**src/rtl/cp0_regfile_if.sv**
```systemverilog
// Shared CP0 types and the MFC0/MTC0 access bus between the pipeline and the CP0 register file.
package cp0_pkg;
  localparam logic [4:0] EXC_MOD  = 5'd1;
  localparam logic [4:0] EXC_TLBL = 5'd2;
  localparam logic [4:0] EXC_TLBS = 5'd3;
  localparam logic [4:0] EXC_ADEL = 5'd4;
  localparam logic [4:0] EXC_ADES = 5'd5;

  typedef struct packed {
    logic        valid;
    logic        eret;
    logic [4:0]  code;
    logic [31:0] extra;
    logic [31:0] pc;
    logic        delayslot;
  } except_req_t;

  typedef struct packed {
    logic [31:0] status;
    logic [31:0] cause;
    logic [31:0] epc;
    logic [31:0] badvaddr;
    logic [31:0] count;
    logic [31:0] compare;
    logic [31:0] ebase;
  } cp0_regs_t;
endpackage

interface cp0_regfile_if;
  logic [4:0]  raddr;
  logic [2:0]  rsel;
  logic [31:0] rdata;
  logic        we;
  logic [4:0]  waddr;
  logic [2:0]  wsel;
  logic [31:0] wdata;

  modport master (output raddr, rsel, we, waddr, wsel, wdata, input rdata);
  modport slave  (input raddr, rsel, we, waddr, wsel, wdata, output rdata);
endinterface

```
**src/rtl/cp0_regfile.sv**
```systemverilog
// CP0 register file: MFC0/MTC0 access, Count/Compare timer, interrupt sampling,
// and exception/ERET commit from the exception-decision stage.
module cp0_regfile
  import cp0_pkg::*;
#(
  parameter logic [31:0] PRID = 32'h0001_8000
) (
  input  logic                clk,
  input  logic                rst,
  cp0_regfile_if.slave        cp0_bus,
  input  logic [5:0]          i_ext_int,
  input  except_req_t         i_except_req,
  output cp0_regs_t           o_cp0_regs,
  output logic [7:0]          o_interrupt_req
);
  localparam logic [31:0] STATUS_WMASK = 32'h0040_FF07;
  localparam logic [31:0] STATUS_RESET = 32'h0040_0000;

  logic [31:0] r_status, r_epc, r_badvaddr, r_count, r_compare;
  logic [17:0] r_ebase;
  logic [7:0]  r_ip;
  logic [4:0]  r_exc_code;
  logic        r_bd, r_ti, r_iv, r_tick;

  logic [31:0] w_status_next, w_epc_next, w_badvaddr_next, w_count_next, w_compare_next;
  logic [17:0] w_ebase_next;
  logic [7:0]  w_ip_next;
  logic [4:0]  w_exc_code_next;
  logic        w_bd_next, w_ti_next, w_iv_next, w_tick_next;

  logic        w_wr_ok, w_wr_count, w_wr_compare, w_wr_status, w_wr_cause, w_wr_epc, w_wr_ebase;
  logic        w_exc, w_eret, w_addr_exc, w_match;
  logic [31:0] w_cause, w_ebase;

  // The instruction behind a committed exception never gets to perform its MTC0.
  assign w_wr_ok      = cp0_bus.we && !i_except_req.valid;
  assign w_wr_count   = w_wr_ok && cp0_bus.waddr == 5'd9  && cp0_bus.wsel == 3'd0;
  assign w_wr_compare = w_wr_ok && cp0_bus.waddr == 5'd11 && cp0_bus.wsel == 3'd0;
  assign w_wr_status  = w_wr_ok && cp0_bus.waddr == 5'd12 && cp0_bus.wsel == 3'd0;
  assign w_wr_cause   = w_wr_ok && cp0_bus.waddr == 5'd13 && cp0_bus.wsel == 3'd0;
  assign w_wr_epc     = w_wr_ok && cp0_bus.waddr == 5'd14 && cp0_bus.wsel == 3'd0;
  assign w_wr_ebase   = w_wr_ok && cp0_bus.waddr == 5'd15 && cp0_bus.wsel == 3'd1;

  assign w_exc      = i_except_req.valid && !i_except_req.eret;
  assign w_eret     = i_except_req.valid && i_except_req.eret;
  assign w_addr_exc = i_except_req.code inside {EXC_ADEL, EXC_ADES, EXC_TLBL, EXC_TLBS, EXC_MOD};
  assign w_match    = r_count == r_compare;

  assign w_cause = {r_bd, r_ti, 6'd0, r_iv, 7'd0, r_ip, 1'b0, r_exc_code, 2'b00};
  assign w_ebase = {2'b10, r_ebase, 12'd0};

  always_comb begin
    w_tick_next     = ~r_tick;
    w_count_next    = w_wr_count ? cp0_bus.wdata : r_count + {31'd0, r_tick};
    w_compare_next  = w_wr_compare ? cp0_bus.wdata : r_compare;
    // A Compare write clears ti even when the match fires in the same cycle.
    w_ti_next       = !w_wr_compare && (r_ti || w_match);
    w_ip_next       = {i_ext_int[5] | w_ti_next, i_ext_int[4:0],
                       w_wr_cause ? cp0_bus.wdata[9:8] : r_ip[1:0]};
    w_iv_next       = w_wr_cause ? cp0_bus.wdata[23] : r_iv;
    w_status_next   = w_wr_status ? (cp0_bus.wdata & STATUS_WMASK) : r_status;
    w_ebase_next    = w_wr_ebase ? cp0_bus.wdata[29:12] : r_ebase;
    w_epc_next      = w_wr_epc ? cp0_bus.wdata : r_epc;
    w_bd_next       = r_bd;
    w_exc_code_next = r_exc_code;
    w_badvaddr_next = r_badvaddr;

    if (w_exc) begin
      // Nested exceptions keep the original return point.
      if (!r_status[1]) begin
        w_epc_next = i_except_req.delayslot ? i_except_req.pc - 32'd4 : i_except_req.pc;
        w_bd_next  = i_except_req.delayslot;
      end
      w_status_next[1] = 1'b1;
      w_exc_code_next  = i_except_req.code;
      if (w_addr_exc) w_badvaddr_next = i_except_req.extra;
    end else if (w_eret) begin
      if (r_status[2]) w_status_next[2] = 1'b0;
      else             w_status_next[1] = 1'b0;
    end
  end

  always_ff @(posedge clk) begin
    if (rst) begin
      r_status   <= STATUS_RESET;
      r_epc      <= '0;
      r_badvaddr <= '0;
      r_count    <= '0;
      r_compare  <= '0;
      r_ebase    <= '0;
      r_ip       <= '0;
      r_exc_code <= '0;
      r_bd       <= 1'b0;
      r_ti       <= 1'b0;
      r_iv       <= 1'b0;
      r_tick     <= 1'b0;
    end else begin
      r_status   <= w_status_next;
      r_epc      <= w_epc_next;
      r_badvaddr <= w_badvaddr_next;
      r_count    <= w_count_next;
      r_compare  <= w_compare_next;
      r_ebase    <= w_ebase_next;
      r_ip       <= w_ip_next;
      r_exc_code <= w_exc_code_next;
      r_bd       <= w_bd_next;
      r_ti       <= w_ti_next;
      r_iv       <= w_iv_next;
      r_tick     <= w_tick_next;
    end
  end

  always_comb begin
    cp0_bus.rdata = '0;
    case ({cp0_bus.raddr, cp0_bus.rsel})
      {5'd8,  3'd0}: cp0_bus.rdata = r_badvaddr;
      {5'd9,  3'd0}: cp0_bus.rdata = r_count;
      {5'd11, 3'd0}: cp0_bus.rdata = r_compare;
      {5'd12, 3'd0}: cp0_bus.rdata = r_status;
      {5'd13, 3'd0}: cp0_bus.rdata = w_cause;
      {5'd14, 3'd0}: cp0_bus.rdata = r_epc;
      {5'd15, 3'd0}: cp0_bus.rdata = PRID;
      {5'd15, 3'd1}: cp0_bus.rdata = w_ebase;
      default:       cp0_bus.rdata = '0;
    endcase
  end

  assign o_cp0_regs = '{status: r_status, cause: w_cause, epc: r_epc, badvaddr: r_badvaddr,
                        count: r_count, compare: r_compare, ebase: w_ebase};
  assign o_interrupt_req = r_ip & r_status[15:8];
endmodule

```
**src/flat_wrapper.sv**
```systemverilog
// flat-port wrapper written by rule: the top's interface ports become plain ports
module cp0_regfile_flat import cp0_pkg::*;
#(
  parameter logic [31:0] PRID = 32'h0001_8000
)
  (clk, rst, i_ext_int, i_except_req, o_cp0_regs, o_interrupt_req, cp0_bus_raddr, cp0_bus_rsel, cp0_bus_we, cp0_bus_waddr, cp0_bus_wsel, cp0_bus_wdata, cp0_bus_rdata);
  cp0_regfile_if cp0_bus_i ();
  input  logic clk;
  input  logic rst;
  input  logic [5:0] i_ext_int;
  input  except_req_t i_except_req;
  output cp0_regs_t o_cp0_regs;
  output logic [7:0] o_interrupt_req;
  input wire logic [$bits(cp0_bus_i.raddr)-1:0] cp0_bus_raddr;
  input wire logic [$bits(cp0_bus_i.rsel)-1:0] cp0_bus_rsel;
  input wire logic [$bits(cp0_bus_i.we)-1:0] cp0_bus_we;
  input wire logic [$bits(cp0_bus_i.waddr)-1:0] cp0_bus_waddr;
  input wire logic [$bits(cp0_bus_i.wsel)-1:0] cp0_bus_wsel;
  input wire logic [$bits(cp0_bus_i.wdata)-1:0] cp0_bus_wdata;
  output wire logic [$bits(cp0_bus_i.rdata)-1:0] cp0_bus_rdata;
  assign cp0_bus_i.raddr = cp0_bus_raddr;
  assign cp0_bus_i.rsel = cp0_bus_rsel;
  assign cp0_bus_i.we = cp0_bus_we;
  assign cp0_bus_i.waddr = cp0_bus_waddr;
  assign cp0_bus_i.wsel = cp0_bus_wsel;
  assign cp0_bus_i.wdata = cp0_bus_wdata;
  assign cp0_bus_rdata = cp0_bus_i.rdata;
  cp0_regfile #(.PRID(PRID)) u_core (.clk(clk), .rst(rst), .cp0_bus(cp0_bus_i), .i_ext_int(i_ext_int), .i_except_req(i_except_req), .o_cp0_regs(o_cp0_regs), .o_interrupt_req(o_interrupt_req));
endmodule
```
**config.mk**
```make
export PLATFORM = sky130hd
export DESIGN_NAME = cp0_regfile_flat
export DESIGN_NICKNAME = d
export VERILOG_FILES = /design/src/rtl/cp0_regfile_if.sv /design/src/rtl/cp0_regfile.sv /design/src/flat_wrapper.sv
export SDC_FILE = /design/constraint.sdc
export NUM_CORES = 1
export LEC_CHECK = 0
export ABC_AREA = 1
export CORE_AREA = 2 2 154 156
export CTS_CLUSTER_SIZE = 10
export DETAILED_ROUTE_END_ITERATION = 12
export DIE_AREA = 0 0 156 158
export HOLD_SLACK_MARGIN = 0.1
export PLACE_DENSITY = 0.86
export SLEW_MARGIN = 20
export SYNTH_ARGS = -nofsm -noshare
export SYNTH_HDL_FRONTEND = slang
export SYNTH_SLANG_ARGS = --single-unit
```
**constraint.sdc**
```tcl
create_clock -name clk -period 2.5 [get_ports clk]
set_input_delay 0.375 -clock clk [delete_from_list [all_inputs] [get_ports clk]]
set_output_delay 0.375 -clock clk [all_outputs]
set_load 0.02 [all_outputs]
```
==> metrics.txt, run 1 <==
Fin. Hold Viols=0; Post-synth EDFFs=0; sequential fraction of the synthesis area=0.333; nets@finish=2122; CP endpoint kind=primary output; io pins=393; CP max stage delay=410 ps; relative slew slack=0.574; prevailing post-synth register cell=dfxtp_1; Avg Inst Size Synth=6.46 sq um; area grow syn2layout=43.9%; critical path arrival=2130 ps; failing checks=negative setup slack; register bit total from synthesis=175; Core Area=23100 sq um; Worst EP required=2120 ps; die area=24600 sq um; number of global-route vias before repair=11200; post-route cell area=15100 sq um; row count=56; DP HPWL=35900 um; combinational fraction of design power=0.154; total number of vias=12500; switch share=0.298; Netlist cell types=42; worst-path fanout max=3; drt pass-1 iters=8; first-pass GRT wire length=66100 um; final clock skew=7.73 ps; drt initial violations=1574; antenna-violating nets left=0; RSZ-0062 raised after global routing=true; Final Max Slew Viols=0; H-tree depth=4; hold buffer count at CTS=0; root buffer cell=clkbuf_16; crit-path cells=clkdlybuf4s50_1 > nor2_2 > nand2_1 > nor2_2 > nand2_1 > buf_4 > o21ai_0 > nor2_1 > nand3_1 > buf_2; Finished Core Util=0.656; endpoints failing setup=1; Syn Std Cell Area=10500 sq um; DP Cell Count=2253; synth warn=0; TritonCTS clock tree=yes; maxcap violations=0; Initial Utilization=0.456; gr usage total=0.354; LEAKAGE=6.62 nW; setup slack after layout=-0.119 ps; crit share post-route=1.00; DR vias/cell=5.46; TritonCTS sink count=175; clock latency at the later pin of the worst-skew pair=440 ps; Die Y=158 um; grt ovf=0; Mapped Cells=1627; commonest non-fill, non-tap cell in the layout=clkdlybuf4s50_1; largest net degree at the start of global routing=79; commonest non-fill, non-tap cells in the layout=304 x clkdlybuf4s50_1, 283 x nand2_1, 245 x inv_1; clock-pin slew on the worst setup and hold paths=70 ps; type of the worst setup path=primary input to primary output; family with the most delay on the worst path=simple AND/OR/NAND/NOR gates; GPL Wtd Cong=1.07; layout cells sized above 1=0.109; Placed Instance Area=14300 sq um; clock share of power=0.399; Slew @ Worst Pin=639 ps; outcome=finished with violations; # diodes=0; Final Non-Filler Cells=2293; async set-or-reset flop fraction in the synthesized netlist=0; initial antenna violation count=0; drt drc=0; total design power=6.57 mW; Final min period=2500 ps; DR WL/cell=19.9 um; Startpoint Class=primary input; wirelength, routed=45700 um; TritonCTS Buffers=17; Die W=156 um; Seq pwr share=0.447; maximum VDD drop=0.391 mV; # port buffers=342; Psw=1.96 mW; Crit path buffers/inverters=3; Pint=4.61 mW; clk buf depth=2; Fmax=0.400 GHz; slowest stage cell, crit path=clkdlybuf4s50_1; aggregate negative setup slack=-0.119 ps; HP Class=flip-flop to flip-flop; Power Dens Cells=434 nW/um^2
registers in the layout (all words and copies together) (netlist names):
| signal | count |
|---|---|
| u_core.r_epc | 32 |
| u_core.r_count | 32 |
| u_core.r_bd | 1 |
| u_core.r_compare | 32 |
| u_core.r_ebase | 18 |
| u_core.r_tick | 1 |
| u_core.r_ip | 8 |
| u_core.r_badvaddr | 32 |
| u_core.r_exc_code | 5 |
| u_core.r_status | 12 |
| u_core.r_ti | 1 |
| u_core.r_iv | 1 |
worst paths after layout:
path                startpoint                  to  slack [ps]  depth (start not counted)
max reg2reg  u_core.r_count[0]  u_core.r_count[22]         340                         11
min reg2reg      u_core.r_tick       u_core.r_tick         450                          1
max           cp0_bus_raddr[4]   cp0_bus_rdata[11]        -0.1                         10
min              u_core.r_tick       u_core.r_tick         450                          1
timing repair:
| item | in CTS | in global routing |
|---|---|---|
| cloned | 0 | 3 |
| setup buffers | 4 | 1 |
| setup endpoints to repair | 31 | 32 |
| resized for setup | 125 | 77 |
| pin swaps | 3 | 17 |
synth_stat cells (2+ instances only):
cell type / count / area share
nand2_2: 6 / 0.0036
and3_1: 3 / 0.0018
o211ai_1: 12 / 0.0086
buf_2: 25 / 0.012
nand3_1: 116 / 0.055
nand3_2: 3 / 0.0029
nand2_1: 290 / 0.10
buf_4: 58 / 0.041
clkbuf_1: 27 / 0.0096
inv_2: 5 / 0.0018
o21bai_1: 3 / 0.0021
nor2_2: 4 / 0.0024
nand4_1: 18 / 0.011
xnor2_1: 29 / 0.024
a21oi_1: 137 / 0.065
or2_2: 4 / 0.0024
nand3b_1: 3 / 0.0021
buf_6: 9 / 0.0096
nor3_2: 5 / 0.0048
o22ai_1: 27 / 0.016
nor2_4: 3 / 0.0032
o21ai_0: 122 / 0.058
conb_1: 2 / 0.00071
buf_1: 5 / 0.0018
ha_1: 3 / 0.0036
nor2_1: 178 / 0.064
o21a_1: 2 / 0.0014
xor2_1: 8 / 0.0067
dfxtp_1: 175 / 0.33
o21ai_1: 39 / 0.019
inv_1: 249 / 0.089
nor3_1: 18 / 0.0086
a211oi_1: 30 / 0.021
layer usage:
| layer | GRT usage | vias to the layer above | wire (um) |
|---|---|---|---|
| met1 | 0.481 | 5726 | 18600 |
| li1 | - | 5875 | - |
| met5 | 0 | - | 0 |
| met4 | 0.116 | 0 | 1500 |
| met3 | 0.0813 | 103 | 5170 |
| met2 | 0.558 | 825 | 20500 |
cells by family (layout without fill, tap and decap cells):
family | Yosys count | count (layout) | synth area share
adder cells (fa/ha/maj) | 3 | 3 | 0.00357
AO/OA/AOI/OAI | 374 | 374 | 0.194
AND/OR/NAND/NOR | 657 | 657 | 0.273
buffers and inverters | 379 | 707 | 0.165
XOR/XNOR | 37 | 37 | 0.0308
other | 2 | 50 | 0.000715
flip-flops | 175 | 175 | 0.333
through the flow:
stage                     setup WS [ps]  hold WS (ps)
after floorplan                     539           397
after global placement             -510           406
after detailed placement           -520           416
after CTS                         -70.7           441
after global routing              -37.2           460
final                            -0.119           454
power groups by stage:
stage          sequential (mW)  combinational, mW  clock [mW]
2_1_floorplan             3.05              0.440           0
3_3_place_gp              3.00              0.971           0
3_5_place_dp              3.00              0.975           0
4_1_cts                   2.93              0.986        2.62
5_1_grt                   2.94               1.08        2.74
6_report                  2.94               1.01        2.62
final cells by class:
class	count	area, sq um
fill	2039	7930
multi-input combinational	1121	5630
timing repair buffer	420	4100
sequential	175	3500
inverter	255	966
clock buffer	17	425
tap	290	363
clock inverter	15	140
Note: power is estimated with default switching activity, not from simulation.
==> run 2: changes to the inputs <==
--- a/config.mk
+++ b/config.mk
@@ -6,12 +6,12 @@
 export NUM_CORES = 1
 export LEC_CHECK = 0
 export ABC_AREA = 1
-export CORE_AREA = 2 2 154 156
+export CORE_MARGIN = 2
+export CORE_UTILIZATION = 41
 export CTS_CLUSTER_SIZE = 10
 export DETAILED_ROUTE_END_ITERATION = 12
-export DIE_AREA = 0 0 156 158
 export HOLD_SLACK_MARGIN = 0.1
-export PLACE_DENSITY = 0.86
+export PLACE_DENSITY = 0.82
 export SLEW_MARGIN = 20
 export SYNTH_ARGS = -nofsm -noshare
 export SYNTH_HDL_FRONTEND = slang
==> constraint.sdc (replaced) <==
create_clock -name clk -period 2.3 [get_ports clk]
set_input_delay 0.345 -clock clk [delete_from_list [all_inputs] [get_ports clk]]
set_output_delay 0.345 -clock clk [all_outputs]
set_load 0.02 [all_outputs]
==> metrics.txt, run 2 (same netlist as run 1, synthesis figures left out) <==
first-pass GRT wire length=68400 um (was 66100 um); H-tree depth=4 (unchanged); initial antenna violation count=0 (unchanged); maxcap violations=0 (unchanged); largest net degree at the start of global routing=76 (was 79); capture point of the worst reg-to-reg path=u_core.r_count[22] (unchanged); Crit path buffers/inverters=3 (unchanged); family with the most delay on the worst path=simple AND/OR/NAND/NOR gates (unchanged); clock latency at the later pin of the worst-skew pair=450 ps (was 440 ps); grt met3 use=0.0735 (was 0.0813); Fin. Hold Viols=0 (unchanged); TritonCTS Buffers=17 (unchanged); Worst R2R Setup Slack=240 ps (was 340 ps); final clock skew=13.2 ps (was 7.73 ps); most used routing layer=met2 (unchanged); TritonCTS sink count=175 (unchanged); Finished Core Util=0.616 (was 0.656); TritonCTS clock tree=yes (unchanged); nets@finish=2139 (was 2122); crit-path most repeated cell=nand2_4; Fill cells=2273 (was 2039); Worst EP required=1960 ps (was 2120 ps); met1 usage=0.461 (was 0.481); drt pass-1 iters=8 (unchanged); setup slack after layout=27.3 ps (was -0.119 ps); Place WS=-633 ps (was -520 ps); commonest non-fill, non-tap cell in the layout=clkdlybuf4s50_1 (unchanged); clock-pin slew on the worst setup and hold paths=80 ps (was 70 ps); layout cells sized above 1=0.124 (was 0.109); Die Y=164 um (was 158 um); # port buffers=342 (unchanged); Final min period=2270 ps; total number of vias=12700 (was 12500); row count=58 (was 56); wirelength, routed=47200 um (was 45700 um); Final Max Slew Viols=0 (unchanged); type of the worst setup path=primary input to primary output (unchanged); DR WL/cell=20.1 um (was 19.9 um); CP endpoint kind=primary output (unchanged); r2r startpoint=u_core.r_count[0] (unchanged); root buffer cell=clkbuf_16 (unchanged); crit-path cells=dlygate4sd2_1 > nor2_2 > nand2_4 > nor2_4 > nand2_4 > buf_8 > o21ai_0 > a21oi_2 > nand3_2 > buf_6 (was clkdlybuf4s50_1 > nor2_2 > nand2_1 > nor2_2 > nand2_1 > buf_4 > o21ai_0 > nor2_1 > nand3_1 > buf_2); HP Class=primary input to flip-flop (was flip-flop to flip-flop); Core Area=25200 sq um (was 23100 sq um); total design power=7.19 mW (was 6.57 mW); Stages on worst setup path=10 (unchanged); DP HPWL=36600 um (was 35900 um); maximum VDD drop=0.384 mV (was 0.391 mV); outcome=finished clean (was finished with violations); Power Dens Cells=463 nW/um^2 (was 434 nW/um^2); Critical Path Start=cp0_bus_rsel[2] (was cp0_bus_raddr[4]); LEAKAGE=6.75 nW (was 6.62 nW); endpoints failing setup=0 (was 1); drt drc=0 (unchanged); CP max stage delay=260 ps (was 410 ps); critical path arrival=1930 ps (was 2130 ps); antenna-violating nets left=0 (unchanged); Fmax=0.440 GHz; relative slew slack=0.568 (was 0.574); io pins=393 (unchanged); die area=26900 sq um (was 24600 sq um); worst-path fanout max=8 (was 3); area grow syn2layout=47.7% (was 43.9%); drt initial violations=1570 (was 1574); gr usage total=0.341 (was 0.354); met2 Use GR=0.536 (was 0.558); Critical Path Sink=cp0_bus_rdata[14] (was cp0_bus_rdata[11]); grt ovf=0 (unchanged); Die W=164 um (was 156 um); # diodes=0 (unchanged); DR vias/cell=5.41 (was 5.46); Initial Utilization=0.417 (was 0.456); Slew @ Worst Pin=648 ps (was 639 ps); number of global-route vias before repair=11200 (about the same); slowest stage cell, crit path=o21ai_0 (was clkdlybuf4s50_1); crit share post-route=0.988; GPL Wtd Cong=1.02 (was 1.07); clk buf depth=2 (unchanged); Startpoint Class=primary input (unchanged); commonest non-fill, non-tap cells in the layout=301 x clkdlybuf4s50_1, 279 x nand2_1, 241 x inv_1 (was 304 x clkdlybuf4s50_1, 283 x nand2_1, 245 x inv_1); cell count of the worst reg-to-reg path=11 (unchanged)
[run 2: cell types whose count changed in the layout (fill, tap and decap cells not counted), moves of 4 or more]
cell	delta
a21oi_1	-11
a21oi_2	+9
dlygate4sd2_1	+6
buf_6	+5
dlymetal6s2s_1	-5
buf_16	+4
buf_4	+4
inv_1	-4
inv_2	+4
nand2_1	-4
[run 2: metrics by stage]
stage / hold WS, ps / instance area (sq um) / TNS, ps / cells
final: 340 / 15500 / 0 / 2350
after global routing: 378 / 15500 / -23.2 / 2350
after CTS: 340 / 15500 / 0 / 2348
after detailed placement: 447 / 14500 / -17070 / 2300
after global placement: 434 / 14500 / -16860 / 2300
after floorplan: 397 / 10700 / 0 / 1675
[run 2: worst min-delay path: stages]
cell      delay, ps
buf_2           100
clkinv_2        140
o21ai_0         120
nor2_1           40
[run 2: worst min path at each step]
| stage | start | cells after the start | end | slack [ps] |
|---|---|---|---|---|
| 2_1_floorplan | u_core.r_tick | 1 | u_core.r_tick | 400 |
| 3_3_place_gp | u_core.r_tick | 1 | u_core.r_tick | 430 |
| 3_5_place_dp | u_core.r_tick | 1 | u_core.r_tick | 450 |
| 4_1_cts | rst | 4 | u_core.r_exc_code[0] | 340 |
| 5_1_grt | rst | 4 | u_core.r_exc_code[1] | 380 |
| 6_report | rst | 4 | u_core.r_exc_code[0] | 340 |
[run 2: timing repair]
item                                    4_1_cts  5_1_grt
gates resized for setup                     217       17
buffers inserted                             10        2
endpoints found under the setup margin       32       29
hold buffers                                  0        0
pin swaps                                    17       12
gates cloned                                  6        0
[run 2: report_power, final]
part / switching [mW] / leakage, nW / internal [mW]
registers: 0.0840 / 1.42 / 3.11
clock network: 1.34 / 0.275 / 1.55
logic: 0.643 / 5.05 / 0.471
total: 2.07 / 6.75 / 5.13
[run 2: area by class of cell]
type                       instances  area [sq um]  share of cell area
multi-input combinational       1121          5710               0.368
timing repair buffer             437          4350               0.280
sequential                       175          3500               0.226
inverter                         255           967              0.0623
clock buffer                      20           447              0.0288
tap                              330           413              0.0266
clock inverter                    12           125             0.00806
[run 2: layer usage]
layer	share of wire	routed length [um]
met2	0.44	20900
met3	0.11	5170
met1	0.41	19500
met4	0.036	1710
met5	0	0
